===== src/rtl/ps2_mouse_sequencer_if.sv =====
// PS/2 mouse sequencer bus bundle.
// PHY transmit/receive, user command and stream signals.
interface ps2_mouse_sequencer_if;
  logic [7:0] tx_data;
  logic       tx_start;
  logic       tx_busy;
  logic       tx_ack;
  logic       tx_error;
  logic [7:0] rx_data;
  logic       rx_ready;
  logic       cmd_valid;
  logic [7:0] cmd_data;
  logic       cmd_ready;
  logic       cmd_done;
  logic       cmd_err;
  logic [7:0] stream_data;
  logic       stream_valid;

  modport master (
    output tx_data, tx_start, cmd_ready, cmd_done, cmd_err,
    output stream_data, stream_valid,
    input  tx_busy, tx_ack, tx_error, rx_data, rx_ready,
    input  cmd_valid, cmd_data
  );

  modport slave (
    input  tx_data, tx_start, cmd_ready, cmd_done, cmd_err,
    input  stream_data, stream_valid,
    output tx_busy, tx_ack, tx_error, rx_data, rx_ready,
    output cmd_valid, cmd_data
  );
endinterface


===== src/rtl/ps2_mouse_sequencer.sv =====
// PS/2 mouse init sequencer: reset, BAT/ID, rate, enable.
// Then streams movement bytes and arbitrates user commands.
module ps2_mouse_sequencer #(
  parameter int         POWERUP_DELAY = 2700000,
  parameter int         RESP_TIMEOUT  = 540000,
  parameter int         BAT_TIMEOUT   = 27000000,
  parameter int         MAX_RETRY     = 3,
  parameter logic [7:0] SAMPLE_RATE   = 8'd100
) (
  input  logic                          clk,
  input  logic                          rst_n,
  ps2_mouse_sequencer_if.master         bus,
  output logic                          init_done_o,
  output logic                          fail_o,
  output logic [3:0]                    state_o,
  output logic [3:0]                    retry_count_o
);

  typedef enum logic [3:0] {
    S_IDLE    = 4'd0,
    S_POWERUP = 4'd1,
    S_SEND    = 4'd2,
    S_TX_WAIT = 4'd3,
    S_RESP    = 4'd4,
    S_BAT     = 4'd5,
    S_ID      = 4'd6,
    S_STREAM  = 4'd7,
    S_FAIL    = 4'd8
  } state_e;

  localparam logic [31:0] PD_L  = 32'(POWERUP_DELAY - 1);
  localparam logic [31:0] RT_L  = 32'(RESP_TIMEOUT - 1);
  localparam logic [31:0] BT_L  = 32'(BAT_TIMEOUT - 1);
  localparam logic [3:0]  MAX_R = 4'(MAX_RETRY);

  state_e      state_q, state_d;
  logic [2:0]  step_q, step_d;
  logic [3:0]  retry_q, retry_d;
  logic [31:0] timer_q, timer_d;
  logic        seen_q, seen_d;
  logic [7:0]  cbyte_q, cbyte_d;
  logic [7:0]  txd_q, txd_d;
  logic        txs_q, txs_d;
  logic        done_q, done_d;
  logic        err_q, err_d;
  logic [7:0]  sd_q, sd_d;
  logic        sv_q, sv_d;
  logic        init_q, init_d;
  logic        fail_q, fail_d;
  logic [7:0]  step_byte;
  logic        expired;
  logic        att_fail;

  // Byte sent for the current step.
  always_comb begin
    step_byte = cbyte_q;
    unique case (step_q)
      3'd0:    step_byte = 8'hFF;
      3'd1:    step_byte = 8'hF3;
      3'd2:    step_byte = SAMPLE_RATE;
      3'd3:    step_byte = 8'hF4;
      default: step_byte = cbyte_q;
    endcase
  end

  // Next-state, retry policy, timer reload and output pulses.
  always_comb begin
    state_d  = state_q;
    step_d   = step_q;
    retry_d  = retry_q;
    timer_d  = timer_q;
    seen_d   = seen_q;
    cbyte_d  = cbyte_q;
    txd_d    = txd_q;
    txs_d    = 1'b0;
    done_d   = 1'b0;
    err_d    = 1'b0;
    sd_d     = sd_q;
    sv_d     = 1'b0;
    att_fail = 1'b0;
    expired  = (timer_q == 32'd0);

    unique case (state_q)
      S_IDLE: state_d = S_POWERUP;
      S_POWERUP: begin
        if (expired) begin
          state_d = S_SEND;
          step_d  = 3'd0;
        end
      end
      S_SEND: begin
        if (!bus.tx_busy) begin
          txs_d   = 1'b1;
          txd_d   = step_byte;
          state_d = S_TX_WAIT;
        end
      end
      S_TX_WAIT: begin
        if (seen_q && !bus.tx_busy) begin
          if (bus.tx_ack && !bus.tx_error) state_d = S_RESP;
          else att_fail = 1'b1;
        end else if (expired) begin
          att_fail = 1'b1;
        end else if (bus.tx_busy) begin
          seen_d = 1'b1;
        end
      end
      S_RESP: begin
        if (bus.rx_ready) begin
          if (bus.rx_data == 8'hFA) begin
            unique case (step_q)
              3'd0: state_d = S_BAT;
              3'd1, 3'd2: begin
                state_d = S_SEND;
                step_d  = step_q + 3'd1;
                retry_d = 4'd0;
              end
              3'd3: state_d = S_STREAM;
              default: begin
                done_d  = 1'b1;
                state_d = S_STREAM;
              end
            endcase
          end else if (bus.rx_data == 8'hFE || bus.rx_data == 8'hFC) begin
            att_fail = 1'b1;
          end
        end else if (expired) begin
          att_fail = 1'b1;
        end
      end
      S_BAT: begin
        if (bus.rx_ready) begin
          if (bus.rx_data == 8'hAA) state_d = S_ID;
          else att_fail = 1'b1;
        end else if (expired) begin
          att_fail = 1'b1;
        end
      end
      S_ID: begin
        if (bus.rx_ready) begin
          state_d = S_SEND;
          step_d  = 3'd1;
          retry_d = 4'd0;
        end else if (expired) begin
          att_fail = 1'b1;
        end
      end
      S_STREAM: begin
        if (bus.rx_ready) begin
          sd_d = bus.rx_data;
          sv_d = 1'b1;
        end
        if (bus.cmd_valid) begin
          cbyte_d = bus.cmd_data;
          step_d  = 3'd4;
          state_d = S_SEND;
        end
      end
      S_FAIL: state_d = S_FAIL;
      default: state_d = S_IDLE;
    endcase

    if (att_fail) begin
      if (retry_q < MAX_R) begin
        retry_d = retry_q + 4'd1;
        state_d = S_SEND;
      end else if (step_q == 3'd4) begin
        err_d   = 1'b1;
        state_d = S_STREAM;
      end else begin
        state_d = S_FAIL;
      end
    end

    if (state_d == S_STREAM) retry_d = 4'd0;

    if (state_d != state_q) begin
      seen_d = 1'b0;
      unique case (state_d)
        S_POWERUP:               timer_d = PD_L;
        S_TX_WAIT, S_RESP, S_ID: timer_d = RT_L;
        S_BAT:                   timer_d = BT_L;
        default:                 timer_d = 32'd0;
      endcase
    end else if (!expired) begin
      timer_d = timer_q - 32'd1;
    end
  end

  // State and registered outputs.
  always_ff @(posedge clk or negedge rst_n) begin
    if (!rst_n) begin
      state_q <= S_IDLE;
      step_q  <= 3'd0;
      retry_q <= 4'd0;
      timer_q <= 32'd0;
      seen_q  <= 1'b0;
      cbyte_q <= 8'h00;
      txd_q   <= 8'h00;
      txs_q   <= 1'b0;
      done_q  <= 1'b0;
      err_q   <= 1'b0;
      sd_q    <= 8'h00;
      sv_q    <= 1'b0;
      init_q  <= 1'b0;
      fail_q  <= 1'b0;
    end else begin
      state_q <= state_d;
      step_q  <= step_d;
      retry_q <= retry_d;
      timer_q <= timer_d;
      seen_q  <= seen_d;
      cbyte_q <= cbyte_d;
      txd_q   <= txd_d;
      txs_q   <= txs_d;
      done_q  <= done_d;
      err_q   <= err_d;
      sd_q    <= sd_d;
      sv_q    <= sv_d;
      init_q  <= init_d;
      fail_q  <= fail_d;
    end
  end

  // Status flags decoded from the next state.
  always_comb begin
    init_d = (state_d == S_STREAM);
    fail_d = (state_d == S_FAIL);
  end

  assign bus.tx_data      = txd_q;
  assign bus.tx_start     = txs_q;
  assign bus.cmd_ready    = init_q;
  assign bus.cmd_done     = done_q;
  assign bus.cmd_err      = err_q;
  assign bus.stream_data  = sd_q;
  assign bus.stream_valid = sv_q;
  assign init_done_o      = init_q;
  assign fail_o           = fail_q;
  assign state_o          = state_q;
  assign retry_count_o    = retry_q;

endmodule

===== src/flat_wrapper.sv =====
// flat-port wrapper written by rule: the top's interface ports become plain ports
module ps2_mouse_sequencer_flat 
#(
  parameter int         POWERUP_DELAY = 2700000,
  parameter int         RESP_TIMEOUT  = 540000,
  parameter int         BAT_TIMEOUT   = 27000000,
  parameter int         MAX_RETRY     = 3,
  parameter logic [7:0] SAMPLE_RATE   = 8'd100
)
  (clk, rst_n, init_done_o, fail_o, state_o, retry_count_o, bus_tx_data, bus_tx_start, bus_cmd_ready, bus_cmd_done, bus_cmd_err, bus_stream_data, bus_stream_valid, bus_tx_busy, bus_tx_ack, bus_tx_error, bus_rx_data, bus_rx_ready, bus_cmd_valid, bus_cmd_data);
  ps2_mouse_sequencer_if bus_i ();
  input  logic clk;
  input  logic rst_n;
  output logic init_done_o;
  output logic fail_o;
  output logic [3:0] state_o;
  output logic [3:0] retry_count_o;
  output wire logic [$bits(bus_i.tx_data)-1:0] bus_tx_data;
  output wire logic [$bits(bus_i.tx_start)-1:0] bus_tx_start;
  output wire logic [$bits(bus_i.cmd_ready)-1:0] bus_cmd_ready;
  output wire logic [$bits(bus_i.cmd_done)-1:0] bus_cmd_done;
  output wire logic [$bits(bus_i.cmd_err)-1:0] bus_cmd_err;
  output wire logic [$bits(bus_i.stream_data)-1:0] bus_stream_data;
  output wire logic [$bits(bus_i.stream_valid)-1:0] bus_stream_valid;
  input wire logic [$bits(bus_i.tx_busy)-1:0] bus_tx_busy;
  input wire logic [$bits(bus_i.tx_ack)-1:0] bus_tx_ack;
  input wire logic [$bits(bus_i.tx_error)-1:0] bus_tx_error;
  input wire logic [$bits(bus_i.rx_data)-1:0] bus_rx_data;
  input wire logic [$bits(bus_i.rx_ready)-1:0] bus_rx_ready;
  input wire logic [$bits(bus_i.cmd_valid)-1:0] bus_cmd_valid;
  input wire logic [$bits(bus_i.cmd_data)-1:0] bus_cmd_data;
  assign bus_tx_data = bus_i.tx_data;
  assign bus_tx_start = bus_i.tx_start;
  assign bus_cmd_ready = bus_i.cmd_ready;
  assign bus_cmd_done = bus_i.cmd_done;
  assign bus_cmd_err = bus_i.cmd_err;
  assign bus_stream_data = bus_i.stream_data;
  assign bus_stream_valid = bus_i.stream_valid;
  assign bus_i.tx_busy = bus_tx_busy;
  assign bus_i.tx_ack = bus_tx_ack;
  assign bus_i.tx_error = bus_tx_error;
  assign bus_i.rx_data = bus_rx_data;
  assign bus_i.rx_ready = bus_rx_ready;
  assign bus_i.cmd_valid = bus_cmd_valid;
  assign bus_i.cmd_data = bus_cmd_data;
  ps2_mouse_sequencer #(.POWERUP_DELAY(POWERUP_DELAY), .RESP_TIMEOUT(RESP_TIMEOUT), .BAT_TIMEOUT(BAT_TIMEOUT), .MAX_RETRY(MAX_RETRY), .SAMPLE_RATE(SAMPLE_RATE)) u_core (.clk(clk), .rst_n(rst_n), .bus(bus_i), .init_done_o(init_done_o), .fail_o(fail_o), .state_o(state_o), .retry_count_o(retry_count_o));
endmodule

===== config.mk =====
export PLATFORM = sky130hd
export DESIGN_NAME = ps2_mouse_sequencer_flat
export DESIGN_NICKNAME = d
export VERILOG_FILES = /design/src/rtl/ps2_mouse_sequencer_if.sv /design/src/rtl/ps2_mouse_sequencer.sv /design/src/flat_wrapper.sv
export SDC_FILE = /design/constraint.sdc
export NUM_CORES = 1
export LEC_CHECK = 0
export BUFFER_PORTS_ARGS = -buffer_cell sky130_fd_sc_hd__buf_2
export CELL_PAD_IN_SITES_DETAIL_PLACEMENT = 0
export CELL_PAD_IN_SITES_GLOBAL_PLACEMENT = 2
export CORE_MARGIN = 4
export CORE_UTILIZATION = 40
export DETAILED_ROUTE_END_ITERATION = 10
export HOLD_SLACK_MARGIN = 0.08
export PLACE_DENSITY = 0.95
export RECOVER_POWER = 50
export SYNTH_ARGS = -nofsm -noshare
export SYNTH_HDL_FRONTEND = slang
export SYNTH_SLANG_ARGS = --single-unit

===== constraint.sdc =====
create_clock -name clk -period 8.7 [get_ports clk]
set_input_delay 1.305 -clock clk [delete_from_list [all_inputs] [get_ports clk]]
set_output_delay 1.305 -clock clk [all_outputs]
set_load 0.01 [all_outputs]

; ---- Word-level counts from Yosys, hierarchy flattened
; Cells that the tools add are included.
[totals]
regBits = 74
mem_count = 0
romBits = 0
inputBits = 23
ramBits = 0
out_inout_bits = 31
latchBits = 0
[op_classes]
bitwise = 1
mul = 0
div_mod_pow = 0
n_eq_ne = 32
add_sub_neg = 3
mux = 60
magnitude_cmp = 1
n_reduce_logical = 19
shift = 0
[ops]
columns = cell, count
row1 = two-way mux 4 bit, 20
row2 = case mux 25 bit (3 select lines), 1
row3 = two-way mux 32 bit, 2
row4 = case mux 4 bit (9 select lines), 1
row5 = == test 4 x 3 -> 1 bit (second input constant), 8
row6 = == test 8 bit (second input constant), 4
row7 = zero test 32 bit, 1
row8 = case mux 8 bit (4 select lines), 1
row9 = subtractor 32 x 1 -> 32 bit (second input constant), 1
row10 = two-way mux 1 bit, 25
row11 = two-way mux 3 bit, 6
row12 = == test 4 x 2 -> 1 bit (second input constant), 3
row13 = inequality test 2 bit (second input constant), 6
row14 = case mux 3 bit (4 select lines), 1
row15 = == test 4 x 1 -> 1 bit (second input constant), 2
row16 = == test 4 bit (second input constant), 2
row17 = case mux 4 bit (2 select lines), 1
row18 = AND reduction 7 bit, 1
row19 = == test 3 x 2 -> 1 bit (second input constant), 2
row20 = case mux 3 bit (2 select lines), 1
row21 = AND reduction 2 bit, 3
row22 = adder 4 x 1 -> 4 bit (second input constant), 1
row23 = zero test 4 bit, 1
row24 = less-than comparator 4 x 2 -> 1 bit (second input constant), 1
row25 = other kinds (17), 21

; ---- Longest topological paths before layout
[logic_depth]
ltp_word = 11
ltp_mapped = 12
mapped_depth_nobuf = 9

; ---- Least setup slack after synthesis
; OpenSTA, ideal clock, no wires.
[synth_path]
path_kind = input -> register
start = input port bus_rx_data[4]
end = register u_core.timer_q[8]
setup_time_ps = 125
t_required_ps = 8575
cell_stages = 9
n_path_buf = 2
t_arrival_ps = 3454
setup_slack_ps = 5121
cell_sequence = nor4bb_1 nand2_1 a211o_1 or2_1 clkbuf_4 o311ai_4 and3_1 buf_6 mux2_2
[synth_via]
elab_chain_len = 11
elab_cells_between_ends = 27
[synth_lines]
columns = element, line
row1 = start: declaration, flat_wrapper.sv:28  ; input wire logic [$bits(bus_i.rx_data)-1:0] bus_rx_data;
row2 = == test 8 bit, ps2_mouse_sequencer.sv:124  ; end else if (bus.rx_data == 8'hFE || bus.rx_data == 8'hFC) begin
row3 = logical OR 1 bit, ps2_mouse_sequencer.sv:124
row4 = two-way mux 1 bit, ps2_mouse_sequencer.sv:124
row5 = two-way mux 1 bit, ps2_mouse_sequencer.sv:110  ; if (bus.rx_data == 8'hFA) begin
row6 = two-way mux 1 bit, ps2_mouse_sequencer.sv:109  ; if (bus.rx_ready) begin
row7 = case mux 1 bit (4 select lines), ps2_mouse_sequencer.sv:83  ; unique case (state_q)
row8 = two-way mux 4 bit *, ps2_mouse_sequencer.sv:163  ; if (att_fail) begin
row9 = == test 4 x 2 -> 1 bit or == test 4 x 3 -> 1 bit (tied branches), ps2_mouse_sequencer.sv:179  ; unique case (state_d)
row10 = OR reduction 3 bit, ps2_mouse_sequencer.sv:179
row11 = case mux 25 bit (3 select lines), ps2_mouse_sequencer.sv:179
row12 = two-way mux 32 bit, ps2_mouse_sequencer.sv:177  ; if (state_d != state_q) begin
row13 = end signal: assignment, ps2_mouse_sequencer.sv:211  ; timer_q <= timer_d;
row14 = end: declaration, ps2_mouse_sequencer.sv:39  ; logic [31:0] timer_q, timer_d;
; Every way passes the cells marked *; elsewhere a longest branch is shown, timed or not.
; A chain may end at the register's enable or synchronous reset.

==> flow_metrics.tcl <==
set metrics [dict create \
    dp_hpwl_um 7090 \
    synth_area_leaders "dfrtp_1 45%, mux2_2 4.7%, nor2_1 4.3%" \
    power.leakage_nw 2.02 \
    rows 36 \
    arrival_ps 4170 \
    grt_use_met2 0.290 \
    vias 3257 \
    worstHoldPathType "reg2reg" \
    drtIter0Drc 281 \
    cts_tree "yes" \
    yosysWarnings 0 \
    multi_input_area_um2 2070 \
    cts_buffers 9 \
    grt_overflow 0 \
    yosysTopAreaCellShare 0.455 \
    wire_per_inst_um 16.5 \
    initial_core_util 0.415 \
    grt_pass1_vias 3182 \
    drt_pre_antenna_iters 4 \
    via_per_inst 5.48 \
    syn_inst 410 \
    vdd_drop_max_mv 0.0711 \
    ys.flop_type "dfrtp_1" \
    die_w_um 109 \
    critPathTopFamily "buffers and inverters" \
    clk_pin_slew_worst_paths_ps 80 \
    final_core_util 0.468 \
    yosysTopAreaCell "dfrtp_1" \
    hold_violations 0 \
    cap_viol_max_count 1 \
    tightest_slew_ps 3910 \
    cpMaxStageDelayCell "clkbuf_1" \
    ant_nets 0 \
    syn_area_um2 4070 \
    core_area_um2 9820 \
    cp-start-kind "primary input" \
    grtUsageMet3 0.0361 \
    status "finished with violations" \
    dieArea_um2 11900 \
    synth_fa_ha_area_frac 0.0215 \
    slew_violations 75 \
    synth_area_per_cell_um2 9.93 \
    grt_pass1_wl_um 16200 \
    setup_viol 0 \
    post_cts_buffers 0 \
    relSlewSlack -1.61 \
    async_reset_ff_frac 1.00 \
    cts_resized 0 \
    gp_congestion 0.821 \
    ys_ff_latch 74 \
    synthMuxAreaShare 0.0618 \
    clockBufferDepth 2 \
    rsz0062_at_grt "no" \
    path_max_fanout 74 \
    antenna_found_initial 0 \
    io_pins 54 \
    synth-edff-count 0 \
    setup_ws_ps 4090 \
    synth-seq-area-share 0.455 \
    io_buffers 53 \
    final_cell_mix "74 x dfrtp_1, 47 x nor2_1, 38 x buf_2" \
    finalCriticalPeriod_ps 4610 \
    postPlaceCellArea_um2 4410 \
    violations "capacitance limit, slew limit" \
    seqCellArea_um2 1850 \
    critical_path_class "in2async" \
    required_ps 8260 \
    clock_latency_ps 360 \
    top_usage_layer "met2" \
    synth-compound-area-share 0.153 \
    nFillCells 970 \
    synth_simple_gate_area_frac 0.212 \
    grt_max_degree 75 \
    max_freq_mhz 217 \
    p_per_area_nw_per_um2 139 \
    synthesis.nets 440 \
    layout.nets 486 \
    tns_ps 0 \
    path_buf_inv 2 \
    postLayoutCellArea_um2 4590 \
    synth_top_family_by_area "simple AND/OR/NAND/NOR gates" \
    n_antenna_cell 0 \
    dp_cells 578 \
    path_cells "buf_2 > clkbuf_1" \
    groute.usage.overall 0.178 \
    synth.distinct_cells 58 \
    synth-xor-area-share 0.0603 \
    cp_slowest_stage_delay_ps 2730 \
    met1_usage 0.239 \
    area_growth_pct 12.9 \
    drive_gt1_frac 0.184 \
    post-place-ws_ps 4120 \
    clkSinkCount 74 \
    cts_root_buf "clkbuf_8" \
    die_h_um 109 \
    drc 0 \
    endpoint_kind "asynchronous set/reset pin" \
    final_cells 594 \
    fin_crit_sh 0.530 \
    htree_levels 3 \
    drt_wl_total_um 9780 \
    hold_buffers 0 \
    worst_clock_skew_ps 10.4 \
    final_common_cell "dfrtp_1" \
]
[stage by stage]
step / hold slack [ps] / power [W]
after global placement: 457 / 0.000373
after floorplan: 474 / 0.000357
after global routing: 505 / 0.000670
final: 479 / 0.000641
after CTS: 485 / 0.000650
after detailed placement: 466 / 0.000374
[synth_stat cells (4+ instances only)]
cell type	number
dfrtp_1	74
nor4_1	13
inv_1	10
nand2b_1	7
nand3b_1	6
xor2_1	11
xnor2_1	17
nor3_1	10
ha_1	7
nand2_1	27
nor2_1	47
nand4_1	6
o22ai_1	8
mux2_2	17
clkbuf_1	13
o31ai_1	5
or4_1	6
o21ai_0	19
o32ai_1	9
a21oi_1	17
mux2i_1	6
nand3_1	10
or2_2	4
nor2b_1	5
[where the power goes]
group,switching (W),internal [W],total (W)
Clock,0.000129,0.000147,0.000275
Sequential,0.000000927,0.000346,0.000347
Combinational,0.0000127,0.00000629,0.0000190
[state kept, by name, indices dropped and copies added (netlist names)]
signal / count
u_core.bus.cmd_ready: 1
u_core.seen_q: 1
u_core.bus.tx_start: 1
u_core.cbyte_q: 8
u_core.bus.stream_data: 8
u_core.bus.stream_valid: 1
u_core.step_q: 3
u_core.bus.cmd_err: 1
u_core.bus.tx_data: 8
u_core.retry_count_o: 4
u_core.fail_o: 1
u_core.bus.cmd_done: 1
u_core.state_o: 4
u_core.timer_q: 32
[kinds of logic (layout without fill, tap and decap cells)]
logic type / after synthesis / in the layout
multiplexers: 23 / 23
buffers and inverters: 31 / 82
flip-flops: 74 / 74
XOR/XNOR: 28 / 28
adder cells (fa/ha/maj): 7 / 7
AO/OA/AOI/OAI: 84 / 84
AND/OR/NAND/NOR: 163 / 163
[cell type report]
class / instances / area share
clock inverters: 5 / 0.0114
inverters: 10 / 0.00817
multi-input cells: 305 / 0.450
repair buffers: 56 / 0.0577
flip-flops and latches: 74 / 0.403
clock buffers: 11 / 0.0330
well taps: 133 / 0.0362
[worst paths after layout]
kind / to / startpoint / cells after the start / slack, ps
worst min-delay path: u_core.bus.tx_data[5] / u_core.bus.tx_data[5] / 2 / 480
max in group clk: u_core.timer_q[8] / u_core.timer_q[18] / 7 / 4190
worst min register to register: u_core.bus.tx_data[5] / u_core.bus.tx_data[5] / 2 / 480
worst max-delay path: u_core.cbyte_q[6] / rst_n / 2 / 4090
min in group asynchronous: u_core.bus.tx_data[4] / rst_n / 2 / 2390
worst max register to register: u_core.timer_q[8] / u_core.timer_q[18] / 7 / 4190
[routing by layer]
| layer | vias to the layer above | wire length [µm] |
|---|---|---|
| met5 | - | 0 |
| met3 | 13 | 502 |
| met2 | 83 | 4710 |
| met1 | 1572 | 4450 |
| met4 | 0 | 125 |
| li1 | 1589 | - |
Power figures use the tool's default switching activity.
